==> src/rtl/dkong3_obj_dma_pkg.sv <==
`default_nettype none
// ============================================================================
// Module      : dkong3_obj_dma_pkg
// Description : Shared widths and FSM state type for the object-table DMA.
// Revision    : 1.0 - initial release
// ============================================================================
package dkong3_obj_dma_pkg;

  localparam int SRC_W = 16;
  localparam int DST_W = 10;
  localparam int LEN_W = 10;

  typedef enum logic [2:0] {
    ST_IDLE    = 3'd0,
    ST_REQ     = 3'd1,
    ST_READ    = 3'd2,
    ST_WRITE   = 3'd3,
    ST_NEXT    = 3'd4,
    ST_RELEASE = 3'd5
  } dma_state_t;

endpackage
`default_nettype wire

==> src/rtl/dkong3_obj_dma.sv <==
`default_nettype none
// ============================================================================
// Module      : dkong3_obj_dma
// Description : Copies the CPU object table from work RAM into object RAM
//               6P/6R. Takes the CPU bus via BUSRQ/BUSAK, reads a run of
//               bytes and emits the object-RAM write stream.
//               Optional macro DKONG3_OBJ_DMA_RETRIG_EN: a trigger while busy
//               is held as one pending transfer started after the current one.
// Revision    : 1.0 - initial release
// ============================================================================
module dkong3_obj_dma
  import dkong3_obj_dma_pkg::*;
#(
  parameter int SRC_WAIT = 1
) (
  input  logic             I_CLK_24M,
  input  logic             I_RST,
  input  logic             I_CLK_EN,
  input  logic             I_TRIG,
  input  logic [SRC_W-1:0] I_SRC_BASE,
  input  logic [DST_W-1:0] I_DST_BASE,
  input  logic [LEN_W-1:0] I_LEN,
  output logic             O_BUSRQn,
  input  logic             I_BUSAKn,
  output logic [SRC_W-1:0] O_SRC_A,
  output logic             O_SRC_RDn,
  input  logic [7:0]       I_SRC_D,
  output logic [DST_W-1:0] O_OBJ_DMA_A,
  output logic [7:0]       O_OBJ_DMA_D,
  output logic             O_OBJ_DMA_CE,
  output logic             O_BUSY,
  output logic             O_DONE
);

  // Last wait-count value of a READ; the read strobe spans SRC_WAIT+1 steps.
  localparam logic [2:0] c_wait_last = 3'(SRC_WAIT);

  dma_state_t       r_state, w_state_nxt;
  logic [SRC_W-1:0] r_src,   w_src_nxt;
  logic [DST_W-1:0] r_dst,   w_dst_nxt;
  logic [LEN_W-1:0] r_rem,   w_rem_nxt;
  logic [2:0]       r_wait,  w_wait_nxt;
  logic [7:0]       r_data,  w_data_nxt;
  logic             r_busrqn, r_rdn, r_ce, r_busy, r_done, w_done_nxt;

`ifdef DKONG3_OBJ_DMA_RETRIG_EN
  logic             r_pend,     w_pend_nxt;
  logic [SRC_W-1:0] r_pend_src, w_pend_src_nxt;
  logic [DST_W-1:0] r_pend_dst, w_pend_dst_nxt;
  logic [LEN_W-1:0] r_pend_len, w_pend_len_nxt;
`endif

  // Next-state, counter and registered-output decode.
  always_comb begin
    w_state_nxt = r_state;
    w_src_nxt   = r_src;
    w_dst_nxt   = r_dst;
    w_rem_nxt   = r_rem;
    w_wait_nxt  = r_wait;
    w_data_nxt  = r_data;
    w_done_nxt  = 1'b0;
`ifdef DKONG3_OBJ_DMA_RETRIG_EN
    w_pend_nxt     = r_pend;
    w_pend_src_nxt = r_pend_src;
    w_pend_dst_nxt = r_pend_dst;
    w_pend_len_nxt = r_pend_len;
    // A later trigger while busy simply replaces the held parameters.
    if (I_TRIG && (r_state != ST_IDLE)) begin
      w_pend_nxt     = 1'b1;
      w_pend_src_nxt = I_SRC_BASE;
      w_pend_dst_nxt = I_DST_BASE;
      w_pend_len_nxt = I_LEN;
    end
`endif
    case (r_state)
      ST_IDLE: begin
        if (I_TRIG) begin
          w_src_nxt = I_SRC_BASE;
          w_dst_nxt = I_DST_BASE;
          w_rem_nxt = I_LEN;
          if (I_LEN != '0) w_state_nxt = ST_REQ;
          else             w_done_nxt  = 1'b1;
        end
      end
      ST_REQ: begin
        if (!I_BUSAKn) begin
          w_state_nxt = ST_READ;
          w_wait_nxt  = '0;
        end
      end
      ST_READ: begin
        if (r_wait == c_wait_last) begin
          w_data_nxt  = I_SRC_D;
          w_state_nxt = ST_WRITE;
        end else begin
          w_wait_nxt = r_wait + 3'd1;
        end
      end
      ST_WRITE: w_state_nxt = ST_NEXT;
      ST_NEXT: begin
        w_src_nxt  = r_src + 1'b1;
        w_dst_nxt  = r_dst + 1'b1;
        w_rem_nxt  = r_rem - 1'b1;
        w_wait_nxt = '0;
        w_state_nxt = (r_rem == LEN_W'(1)) ? ST_RELEASE : ST_READ;
      end
      ST_RELEASE: begin
        if (I_BUSAKn) begin
          w_done_nxt  = 1'b1;
          w_state_nxt = ST_IDLE;
`ifdef DKONG3_OBJ_DMA_RETRIG_EN
          // Pending request (including one arriving right now) is consumed here.
          if (w_pend_nxt) begin
            w_pend_nxt = 1'b0;
            if (w_pend_len_nxt != '0) begin
              w_src_nxt   = w_pend_src_nxt;
              w_dst_nxt   = w_pend_dst_nxt;
              w_rem_nxt   = w_pend_len_nxt;
              w_state_nxt = ST_REQ;
            end
          end
`endif
        end
      end
      default: w_state_nxt = ST_IDLE;
    endcase
  end

  // State, counters and registered outputs; advance only on enabled edges.
  always_ff @(posedge I_CLK_24M) begin
    if (I_RST) begin
      r_state  <= ST_IDLE;
      r_src    <= '0;
      r_dst    <= '0;
      r_rem    <= '0;
      r_wait   <= '0;
      r_data   <= '0;
      r_busrqn <= 1'b1;
      r_rdn    <= 1'b1;
      r_ce     <= 1'b0;
      r_busy   <= 1'b0;
      r_done   <= 1'b0;
`ifdef DKONG3_OBJ_DMA_RETRIG_EN
      r_pend     <= 1'b0;
      r_pend_src <= '0;
      r_pend_dst <= '0;
      r_pend_len <= '0;
`endif
    end else if (I_CLK_EN) begin
      r_state  <= w_state_nxt;
      r_src    <= w_src_nxt;
      r_dst    <= w_dst_nxt;
      r_rem    <= w_rem_nxt;
      r_wait   <= w_wait_nxt;
      r_data   <= w_data_nxt;
      r_busrqn <= !((w_state_nxt == ST_REQ) || (w_state_nxt == ST_READ) ||
                    (w_state_nxt == ST_WRITE) || (w_state_nxt == ST_NEXT));
      r_rdn    <= (w_state_nxt != ST_READ);
      r_ce     <= (w_state_nxt == ST_WRITE);
      r_busy   <= (w_state_nxt != ST_IDLE);
      r_done   <= w_done_nxt;
`ifdef DKONG3_OBJ_DMA_RETRIG_EN
      r_pend     <= w_pend_nxt;
      r_pend_src <= w_pend_src_nxt;
      r_pend_dst <= w_pend_dst_nxt;
      r_pend_len <= w_pend_len_nxt;
`endif
    end
  end

  assign O_BUSRQn     = r_busrqn;
  assign O_SRC_A      = r_src;
  assign O_SRC_RDn    = r_rdn;
  assign O_OBJ_DMA_A  = r_dst;
  assign O_OBJ_DMA_D  = r_data;
  assign O_OBJ_DMA_CE = r_ce;
  assign O_BUSY       = r_busy;
  assign O_DONE       = r_done;

endmodule
`default_nettype wire
==> config.mk <==
export PLATFORM = sky130hd
export DESIGN_NAME = dkong3_obj_dma
export DESIGN_NICKNAME = d
export VERILOG_FILES = /design/src/rtl/dkong3_obj_dma_pkg.sv /design/src/rtl/dkong3_obj_dma.sv
export SDC_FILE = /design/constraint.sdc
export NUM_CORES = 1
export LEC_CHECK = 0
export CORE_MARGIN = 2
export CORE_UTILIZATION = 24
export CTS_CLUSTER_DIAMETER = 40
export DETAILED_ROUTE_END_ITERATION = 16
export SETUP_SLACK_MARGIN = 0.02
export SLEW_MARGIN = 20
export SYNTH_ARGS = -nofsm -noshare
export SYNTH_HDL_FRONTEND = slang
export SYNTH_SLANG_ARGS = --single-unit
==> constraint.sdc <==
create_clock -name I_CLK_24M -period 5.35 [get_ports I_CLK_24M]
set_input_delay 0.8025 -clock I_CLK_24M [delete_from_list [all_inputs] [get_ports I_CLK_24M]]
set_output_delay 0.8025 -clock I_CLK_24M [all_outputs]
set_load 0.1 [all_outputs]
==> results summary, run 1 <==
The actual transition at the worst max-transition pin came out at between 0.9 and 1 ns. Among all flip-flop cells after synthesis, the most frequent one is sky130_fd_sc_hd__dfxtp_1. The number of buffers between clock root and the deepest sink is 2.

The proportion of synthesized chip area in sequential cells came out at 36.6%. Of all flip-flops after synthesis, the portion carrying an async set or reset was 0%. The run finished with clean final reports. The share of power burned in combinational logic is between 20 and 30%. Across all hold checks on the routed design, the worst slack comes to around 0.48 ns. Timing would allow up to ~0.34 GHz. The pin count of the biggest net entering global routing is just over 50. For this design, the CTS-stage hold fixing added 0 buffers. The initial cell density of the core came out at between 20 and 25%.

The cell count after synthesis came out at between 300 and 400. The number of distinct library cells after synthesis is 56. The total number of vias is between 3k and 4k. The number of clock sinks came out at between 50 and 60.

The number of maximum-capacitance constraint violations is 0. STA classifies the critical path startpoint as an input port. The wire length per cell came out at ~15 µm.

The share of the synthesized area in the top cell type is between 30% and 40%. For this block, the routed nets add up to around 9400 µm of wire. The first-pass detailed-route iteration total is 4. The number of antenna violations at the first check in global routing came out at 0. TritonCTS built the clock tree.

Yosys mapped a number of flops with a built-in enable equal to 0. The source-to-sink clock delay at the later pin of the worst-skew pair is 0.30 ns. The sum of overflow across all layers after global routing came out at 0. The post-route netlist has between 3 and 4% of its cells at a drive strength greater than 1.

In this run the standard cell core region covers ~12000 µm². The post-CTS resize count is 0. At the worst endpoint, the required time is about 5.5 ns.

The post-detailed-placement half-perimeter wirelength came out at 6550 µm. The internal cell power is 0.703 mW. After clock tree synthesis, the clock-pin slew on the worst setup and hold paths is 0.08 ns. The post-layout minimum cycle time came out at around 3 ns. The number of global-route vias before repair came out at approximately 2.9k. The worst-path maximum fanout came out at between 40 and 50.

The die boundary height came out at between 100 and 150 µm. The setup path with the least slack is of type in2reg. Headroom to the max-slew limit came out at 33.7%.

The initial DRC count is approximately 220. Global routing used 13.6% of the available tracks. The synthesized design contains between 50 and 60 register bits.

Each instance of the synthesized netlist takes up on average 7.87 µm². The number of nets produced by synthesis is approximately 440. The number of warning messages in the yosys log came out at 0. The class of the tightest hold or removal check is reg2reg. The final number of hold-violating endpoints came to 0. Of the total power, registers draw between 40% and 50%. The setup TNS came out at 0 ns. The first global-routing pass estimated ~15000 µm of wire. The synthesized design spends more area on one cell type than any other, namely sky130_fd_sc_hd__dfxtp_1. The count of buffers added on input and output ports is between 80 and 90. The H-tree was split into 2 levels.

The largest clock skew in the final design came out at 0.0122 ns. The die covers ~13000 µm². The synthesis-to-finish area growth came out at 37.4%. STA classifies the critical path endpoint as a flip-flop.

The master cell of the clock root buffer is sky130_fd_sc_hd__clkbuf_16. Ranked by total cell area, the synthesized netlist is headed by sky130_fd_sc_hd__dfxtp_1 37%, sky130_fd_sc_hd__a21oi_1 6.0%, sky130_fd_sc_hd__nor2_1 5.5%. The floorplan step set the die width to ~120 µm. The count of final max-slew check failures is 0. 0 antenna diodes ended up in the layout. The switching share of power is 35.0%. Routability-driven placement finished with a final weighted congestion of approximately 0.8. The fraction of the cycle the final worst path needs came out at between 50% and 60%.

The switching power is around 0.38 mW. The per-cell via count in the routed design came out at around 5. The clock network accounts for approximately 30% of the total power. The post-route DRC violation count came out at 0.

In this run, CTS created clock tree buffers numbering 5. At the end of the flow, the number of nets in the layout was roughly 500. The standby leakage power is between 1 and 1.5 nW. ~90 I/O pins were placed.

Data arrives at the worst endpoint at between 3 and 4 ns. The site row count is 40. Setup repair after global routing left no endpoint under its margin.

The areal power density over the cells came out at roughly 260 nW/µm². The number of endpoints failing setup at the final stage came out at 0. Across the VDD grid, the largest voltage drop is between 0.1 and 0.15 mV.

The number of nets with antenna violations after detailed routing is 0. The netlist area before placement came out at 3010 µm². Post-CTS timing repair inserted 0 buffers for setup.
-- sequential cells by signal, indices dropped and copies added (netlist names) --
| name | cells |
|---|---|
| O_OBJ_DMA_D | 8 |
| O_OBJ_DMA_A | 10 |
| O_DONE | 1 |
| O_SRC_RDn | 1 |
| O_OBJ_DMA_CE | 1 |
| r_rem | 10 |
| r_wait | 3 |
| r_state | 3 |
| O_BUSY | 1 |
| O_BUSRQn | 1 |
| O_SRC_A | 16 |
-- final timing paths --
path | slack [ns] | start | end | cells after the start
max | 2.39 | I_CLK_EN | O_OBJ_DMA_A[2]$_SDFFE_PP0P_ | 5
min | 0.48 | r_rem[9]$_SDFFE_PP0P_ | r_rem[9]$_SDFFE_PP0P_ | 2
max reg2reg | 2.70 | r_state[2]$_SDFFE_PP0P_ | O_OBJ_DMA_CE$_SDFFE_PP0P_ | 5
min reg2reg | 0.48 | r_rem[9]$_SDFFE_PP0P_ | r_rem[9]$_SDFFE_PP0P_ | 2
-- metrics by stage --
stage / instance area (µm²) / util, % / instances / setup slack (ns) / total power [mW]
2_1_floorplan: 3010 / - / 382 / 3.04 / 0.672
4_1_cts: 4130 / 34.1 / 619 / 2.45 / 1.09
3_3_place_gp: 3990 / 32.9 / 612 / 2.19 / 0.762
6_report: 4130 / 34.1 / 619 / 2.39 / 1.08
3_5_place_dp: 3990 / 32.9 / 612 / 2.13 / 0.766
5_1_grt: 4130 / 34.1 / 619 / 2.25 / 1.13
-- Yosys cell counts (all sizes together), types with 2 or more instances --
cell and count:
nand3 20, a41oi 2, buf 11, o31ai 2, a211oi 17, nor3b 4
or3 3, xnor2 2, inv 9, ha 6, dfxtp 55, nor4 4
nor2 44, nand2 30, nor3 8, and3b 2, o22ai 12, nor2b 3
o21ai 29, clkbuf 17, a31oi 4, mux2i 13, a221oi 3, o221ai 5
nand2b 2, a2bb2oi 2, and3 7, nand4 5, and4 2, a21oi 36
o32ai 3
-- power by group through the flow --
| stage | Clock, mW | Sequential, mW | Combinational (mW) |
|---|---|---|---|
| 6_report | 0.325 | 0.462 | 0.295 |
| 5_1_grt | 0.348 | 0.466 | 0.313 |
| 4_1_cts | 0.337 | 0.462 | 0.295 |
| 3_5_place_dp | 0 | 0.471 | 0.295 |
| 3_3_place_gp | 0 | 0.470 | 0.292 |
| 2_1_floorplan | 0 | 0.578 | 0.0940 |
-- worst max-delay path, stage by stage --
cell and delay [ns]:
sky130_fd_sc_hd__clkdlybuf4s50_1 0.85, sky130_fd_sc_hd__o211a_2 0.93, sky130_fd_sc_hd__o21ai_0 0.25, sky130_fd_sc_hd__a2bb2oi_1 0.21, sky130_fd_sc_hd__nor2_1 0.05
-- routing by layer --
| metal | part of all wire (%) | GRT usage, % | wire [µm] | vias to the layer above |
|---|---|---|---|---|
| li1 | - | - | - | 1556 |
| met1 | 45 | 19.4 | 4250 | 1460 |
| met2 | 46 | 21.1 | 4320 | 98 |
| met3 | 7.4 | 2.62 | 690 | 8 |
| met4 | 1.0 | 3.49 | 96 | 0 |
| met5 | 0 | 0 | 0 | - |
-- cells in the final DEF (no fill, tap or decap), types with 5 or more instances in the layout --
master,count
sky130_fd_sc_hd__a211oi_1,17
sky130_fd_sc_hd__a21oi_1,36
sky130_fd_sc_hd__and3_1,7
sky130_fd_sc_hd__clkbuf_16,5
sky130_fd_sc_hd__clkdlybuf4s50_1,86
sky130_fd_sc_hd__dfxtp_1,55
sky130_fd_sc_hd__ha_1,6
sky130_fd_sc_hd__inv_1,8
sky130_fd_sc_hd__mux2i_1,13
sky130_fd_sc_hd__nand2_1,30
sky130_fd_sc_hd__nand3_1,20
sky130_fd_sc_hd__nand4_1,5
sky130_fd_sc_hd__nor2_1,44
sky130_fd_sc_hd__nor3_1,6
sky130_fd_sc_hd__o21ai_0,23
sky130_fd_sc_hd__o21ai_1,6
sky130_fd_sc_hd__o221ai_1,5
sky130_fd_sc_hd__o22ai_1,12
-- cell type report --
cell class              instances  area (µm²)
clock buffers                   5         125
clock inverters                 2        13.8
fillers                      1288        7980
inverters                       9        33.8
multi-input cells             290        1760
flip-flops and latches         55        1100
well taps                     168         210
repair buffers                 90         888
-- cell families after synthesis --
kind of cell / Yosys count / share of synthesized area [%]
and+or+nand+nor: 141 / 23.9
AOI/OAI and AO/OA: 127 / 26.7
DFF: 55 / 36.6
buffers and inverters: 37 / 5.08
muxes: 13 / 4.33
adders and majority gates: 6 / 2.50
xor gates and xnor gates: 3 / 0.874
(Power assumes the default switching activity.)
==> run 2, diff against run 1 <==
Clock period 5.35 ns to 2.7 ns, I/O delays scaled along.
==> run 2 against run 1 <==
Sequential power is 97% higher. Critical path depth grew 1. Die area unchanged. Design area barely moved. Non-clock buffer count up 8. Critical path type unchanged. Highest routed layer unchanged.
==> results summary, run 2 (synthesis gave the netlist of run 1 again) <==
For the pin with the worst max-slew slack, the measured transition is slightly above 0.7 ns. The worst max-slew margin expressed relative to the limit is between 50% and 60%. The TritonCTS clock tree is done. STA puts the critical path data arrival time at 2.19 ns. After clock tree synthesis, the clock-pin slew on the worst setup and hold paths is ~0.070 ns.

The number of setup buffers added after CTS is 0. The worst setup path is launched from an input port. The number of antenna cells inserted is 0. The number of antenna violations at the first check in global routing is 0. The tightest min-delay check is of the reg2reg type. The post-CTS resize count came out at 0. In the layout the commonest cells are 55 x sky130_fd_sc_hd__dfxtp_1, 49 x sky130_fd_sc_hd__buf_4, 47 x sky130_fd_sc_hd__clkdlybuf4s50_1, 44 x sky130_fd_sc_hd__nor2_1, 36 x sky130_fd_sc_hd__a21oi_1. The wire length per cell is 15.2 µm.

The number of global-route vias before repair is 2923. The worst register-to-register path begins at r_state[2]$_SDFFE_PP0P_. The fraction of the cycle the final worst path needs is approximately three quarters. The region available for standard cell placement spans approximately 12000 µm². In this run the cell area measured after placement is between 3000 and 4000 µm². The synthesis-to-finish area growth came out at 37.3%.

The endpoint type of the worst setup path is a flip-flop. CTS placed an instance of sky130_fd_sc_hd__clkbuf_16 at the clock tree root. In this run the static leakage power is approximately 1.5 nW. The total power draw came out at 2.24 mW.

The site row count came out at 40. The congestion estimate from routability-driven global placement came to 0.770. The required time at the endpoint of the critical path is 2.88 ns. The first global-routing pass estimated 14600 µm of wire.

The routed design has between 9000 and 10000 µm of wire. The number of primary I/O pins is 88. The worst hold-check slack came out at approximately 0.5 ns. The post-layout net count is 514. The post-route DRC violation count came out at 0. The per-cell via count in the routed design came out at about 5.

Summed over all nets, the half-perimeter wirelength after detailed placement is between 6000 and 7000 µm. The share of the core filled with cells in the final layout came out at about 34%. The total number of vias came out at approximately 3.2k.

The startpoint identified for the worst hold timing path is r_rem[8]$_SDFFE_PP0P_. Buffers placed on the I/O ports in this run total 87. The count of final max-slew check failures came out at 0.

Setup repair after global routing left no endpoint under its margin. In this run the remaining antenna-violating nets after routing total 0. The run finished with clean final reports. The library cell used most frequently in the layout, excluding fill and tap cells, is sky130_fd_sc_hd__dfxtp_1. The pin count of the biggest net entering global routing came out at 50.

The initial DRC count came out at between 200 and 250. The die boundary height came out at between 100 and 150 µm. The width of the chip came out at around 120 µm. The sum of overflow across all layers after global routing is 0. The areal power density over the cells is ~540 nW/µm².

The number of hold-repair buffers added at the cts stage came out at 0. Clock latency on the worst-skew pair, taken at its later pin, is between 0.2 and 0.3 ns. The filler cell count is roughly 1.3k.

The number of buffers added by the clock tree synthesis step is 5. The setup TNS came out at 0 ns. Global routing consumed, over all layers together, a little over an eighth of the routing resources. The number of endpoints failing setup at the final stage is 0. The post-layout minimum cycle time came out at 2.01 ns. Between clock sinks in the finished design, the worst skew comes to 0.00849 ns. The number of buffers between clock root and the deepest sink came out at 2. The CTS H-tree depth is 2.

The number of clock sinks came out at between 50 and 60. The worst-path maximum fanout came out at 2. The maximum achievable frequency is between 0.4 and 0.5 GHz. The flip-flop count of the largest register after layout came out at 16. The most critical setup path has its startpoint at I_LEN[2]. In the final layout, the share of cells above drive strength 1 is around 14%.

The number of maximum-capacitance constraint violations is 0. The worst setup path is of the in2reg kind. The first-pass detailed-route iteration total came out at 4. The total die area came out at about 13000 µm². The maximum VDD drop came out at ~0.26 mV. The initial cell density of the core came out at between 20% and 30%. Once layout is done, the placed cells without fillers occupy approximately 4100 µm².

The final number of hold-violating endpoints came to 0.
## run 2: changes by cell type in the layout (fill, tap and decap cells not counted)
cell | previous run | this run
sky130_fd_sc_hd__buf_4 | 3 | 49
sky130_fd_sc_hd__clkdlybuf4s50_1 | 86 | 47
sky130_fd_sc_hd__buf_12 | 0 | 1
sky130_fd_sc_hd__bufinv_16 | 0 | 1
sky130_fd_sc_hd__clkinv_2 | 1 | 0
sky130_fd_sc_hd__clkinv_4 | 1 | 0
sky130_fd_sc_hd__clkinvlp_4 | 0 | 1
## run 2: report_power, final
group / leakage [nW] / internal, mW / switching, mW
clock network: 0.0759 / 0.433 / 0.299
logic: 0.932 / 0.196 / 0.400
registers: 0.449 / 0.856 / 0.0551
total: 1.46 / 1.48 / 0.753
## run 2: area by class of cell
type	instances	area (µm²)	share of cell area (%)
Timing Repair Buffer	98	863	20.9
Tap cell	168	210	5.09
Multi-Input combinational cell	290	1760	42.6
Clock buffer	5	125	3.03
Inverter	9	33.8	0.818
Sequential cell	55	1100	26.7
Clock inverter	2	37.5	0.909
## run 2: path summary, 6_finish.rpt
| kind | to | slack, ns | cells after the start |
|---|---|---|---|
| setup / recovery | O_BUSY$_SDFFE_PP0P_ | 0.69 | 6 |
| hold / removal | r_rem[8]$_SDFFE_PP0P_ | 0.49 | 2 |
| setup reg to reg | O_OBJ_DMA_CE$_SDFFE_PP0P_ | 0.77 | 7 |
| hold reg to reg | r_rem[8]$_SDFFE_PP0P_ | 0.49 | 2 |
## run 2: routing by layer
metal  vias up  wire, µm  GRT usage (%)
li1       1575         -              -
met1      1531      4570           19.0
met2       111      4270           21.6
met3         6       585           2.41
met4         0        85           3.41
met5         -         0              0
## run 2: critical path, cell delays in order
cell                              delay, ns
sky130_fd_sc_hd__clkdlybuf4s50_1       0.42
sky130_fd_sc_hd__nor4_1                0.63
sky130_fd_sc_hd__nand3_1               0.16
sky130_fd_sc_hd__a21oi_1               0.22
sky130_fd_sc_hd__nand3_1               0.11
sky130_fd_sc_hd__o221a_1               0.23
## run 2: stage by stage
| stage | std cells | setup slack [ns] |
|---|---|---|
| final | 627 | 0.695 |
| after floorplan | 382 | 0.389 |
| after global placement | 620 | 0.448 |
| after CTS | 627 | 0.753 |
| after global routing | 627 | 0.630 |
| after detailed placement | 620 | 0.458 |
==> run 3, diff against run 2 <==
Clock period 2.7 ns to 1.74 ns, I/O delays scaled along.
==> run 3 against run 2 <==
Final cell count increased by 5.3%. Critical path depth is 1 higher. Routed wire length rose by 4.5%. Power increased by 63%. Count of clock-buffer cells in the layout is 1 higher. Worst setup slack lost 0.61 ns. Critical path type is now reg2reg. Sequential share of layout area decreased by 3.6 points.
==> results summary, run 3 (synthesis gave the netlist of run 1 again) <==
The run finished with clean final reports. The areal power density over the cells came out at 727 nW/µm². Setup repair after global routing could not meet its margin everywhere. The first detailed-routing pass ran for 5 iterations. The number of primary I/O pins is 88. The repair_antennas step left the layout with diodes totalling 0.

The worst path uses 95.2% of the clock period. The post-layout net count came out at between 500 and 600. The core area came out at roughly 12000 µm². After detailed routing, the number of vias per cell comes to 5.10.

The number of maximum-capacitance constraint violations came out at 0. The site row count came out at 40. The setup path with the least slack is of type reg2reg. Setup violations remaining at the end of the flow were counted as 0.

Compared with the post-synthesis result, the final layout area differs by 66.4%. The library cells used most frequently in the layout, excluding fill and tap cells, are 47 x sky130_fd_sc_hd__clkdlybuf4s50_1, 42 x sky130_fd_sc_hd__buf_12, 41 x sky130_fd_sc_hd__nor2_1, 37 x sky130_fd_sc_hd__buf_4, 35 x sky130_fd_sc_hd__a21oi_1. TritonCTS created 5 clock buffers.

The sum of overflow across all layers after global routing came out at 0. The post-layout minimum cycle time came out at between 1.5 and 2 ns. The width of the chip came out at 116 µm. The first-pass GRT wire length is between 15000 and 20000 µm. The count of final max-slew check failures is 0. The master cell of the clock root buffer is sky130_fd_sc_hd__clkbuf_16. The actual transition at the worst max-transition pin is a little over 0.4 ns. The clock transition at the registers of the reported paths is 0.08 ns. At the later pin of the worst-skew pair, clock insertion delay measures 0.30 ns. The maximum achievable frequency is roughly 0.60 GHz. The post-route DRC violation count is 0. The post-place instance area came out at ~4700 µm². TritonCTS built the clock tree. The worst path meets setup with roughly 0.084 ns of slack. The flip-flop count of the largest register after layout is 16. The total wirelength of the detailed-routed design came out at slightly below 10000 µm. The all-layer global routing usage is 14.7%. The final design area excluding fillers is roughly 5000 µm². The wire length per cell came out at 15.1 µm. The number of buffers between clock root and the deepest sink is 2.

The detail route stage leaves a number of antenna-violating nets equal to 0. The min-delay analysis places its worst path in the category in2reg. The worst hold-check slack came out at ~0.34 ns. Cells with a size suffix above 1 make up ~28% of the layout. The sort of element at the start of the critical path is a flip-flop. The post-detailed-placement half-perimeter wirelength is 7450 µm. The most common cell after layout, fill and taps aside is sky130_fd_sc_hd__clkdlybuf4s50_1.

The worst-path maximum fanout came out at 2. The final number of hold-violating endpoints is 0. The floorplan step set the die height to about 120 µm. The die covers roughly 13000 µm². Entering global routing, the biggest net connects 31 pins. For the final routed database, the setup TNS stands at 0 ns. The initial DRC count came out at between 150 and 200. The CTS H-tree depth is 2.

The number of antenna violations at the first check in global routing came out at 0. VDD sags by at most 0.412 mV. The congestion estimate from routability-driven global placement came to between 0.8 and 0.9.

The layout has roughly 1.2k filler cells. Between clock sinks in the finished design, the worst skew comes to about 0.015 ns. Counting every sink on the clock net gives 55.

The standby leakage power is between 1.5 and 2 nW. The number of global-route vias before repair is 3196. In this run the tightest slew margin relative to its limit is 73.0%. The total number of vias came out at 3364.

OpenSTA, run right after detailed placement, puts the worst setup slack at -0.196 ns. The number of hold-repair buffers added at the cts stage is 0. For this configuration, the core starts out at a cell density of approximately 25%. The required time at the endpoint of the critical path is just under 2 ns. Power comes to 3.64 mW. The number of buffers added on ports came out at a little under 90. The worst setup path is captured at a flip-flop. The arrival time reported for the critical path endpoint came out at approximately 1.9 ns.
==> run 3: changes by cell type in the layout (fill, tap and decap cells not counted), moves of 3 or more <==
cell,change
sky130_fd_sc_hd__buf_12,+41
sky130_fd_sc_hd__dfxtp_2,+18
sky130_fd_sc_hd__nor2_1,-3
sky130_fd_sc_hd__buf_4,-12
sky130_fd_sc_hd__nor2_2,+3
sky130_fd_sc_hd__buf_6,+3
sky130_fd_sc_hd__dfxtp_1,-26
sky130_fd_sc_hd__dfxtp_4,+8
==> run 3: path summary, 6_finish.rpt <==
path	from	cells past startpoint	slack (ns)	end
setup reg to reg	r_rem[0]$_SDFFE_PP0P_	7	0.08	r_rem[8]$_SDFFE_PP0P_
setup / recovery	r_rem[0]$_SDFFE_PP0P_	7	0.08	r_rem[8]$_SDFFE_PP0P_
hold / removal	I_RST	2	0.34	O_SRC_A[12]$_SDFFE_PP0P_
hold reg to reg	r_rem[8]$_SDFFE_PP0P_	2	0.48	r_rem[8]$_SDFFE_PP0P_
==> run 3: cell type report <==
type                            instances  area, µm²  area share, %
Multi-Input combinational cell        290       1820           36.4
Timing Repair Buffer                  130       1630           32.5
Sequential cell                        55       1150           23.1
Tap cell                              168        210           4.20
Clock buffer                            6        139           2.78
Inverter                                9       33.8          0.675
Clock inverter                          2       16.3          0.325
==> run 3: critical path: stages (launching register included) <==
cell and delay [ns]:
sky130_fd_sc_hd__dfxtp_1 0.32, sky130_fd_sc_hd__inv_2 0.08, sky130_fd_sc_hd__ha_4 0.13, sky130_fd_sc_hd__or4b_4 0.48, sky130_fd_sc_hd__nor4_4 0.15, sky130_fd_sc_hd__xor2_1 0.17
sky130_fd_sc_hd__o221ai_1 0.11, sky130_fd_sc_hd__a21oi_1 0.14
==> run 3: per-stage QoR <==
step,std cells,util [%]
2_1_floorplan,382,-
3_3_place_gp,646,39.0
3_5_place_dp,646,39.0
4_1_cts,654,40.3
5_1_grt,660,41.3
6_report,660,41.3
==> run 3: per-layer routing <==
metal  track usage [%]  part of all wire (%)
met2              23.5                    48
met3              2.51                   6.5
met5                 0                     0
met4              3.89                  0.92
met1              20.6                    45
==> run 3: report_power, final <==
part | switching, mW | total [mW] | internal [mW]
registers | 0.105 | 1.44 | 1.33
clock network | 0.486 | 1.06 | 0.577
logic | 0.650 | 1.14 | 0.489
total | 1.24 | 3.64 | 2.40
==> run 3: timing repair <==
| item | in CTS | in global routing |
|---|---|---|
| setup endpoints to repair | 0 | 22 |
| endpoints found under the hold margin | 0 | 0 |
| resized for setup | 0 | 20 |
| buffers inserted | 0 | 6 |
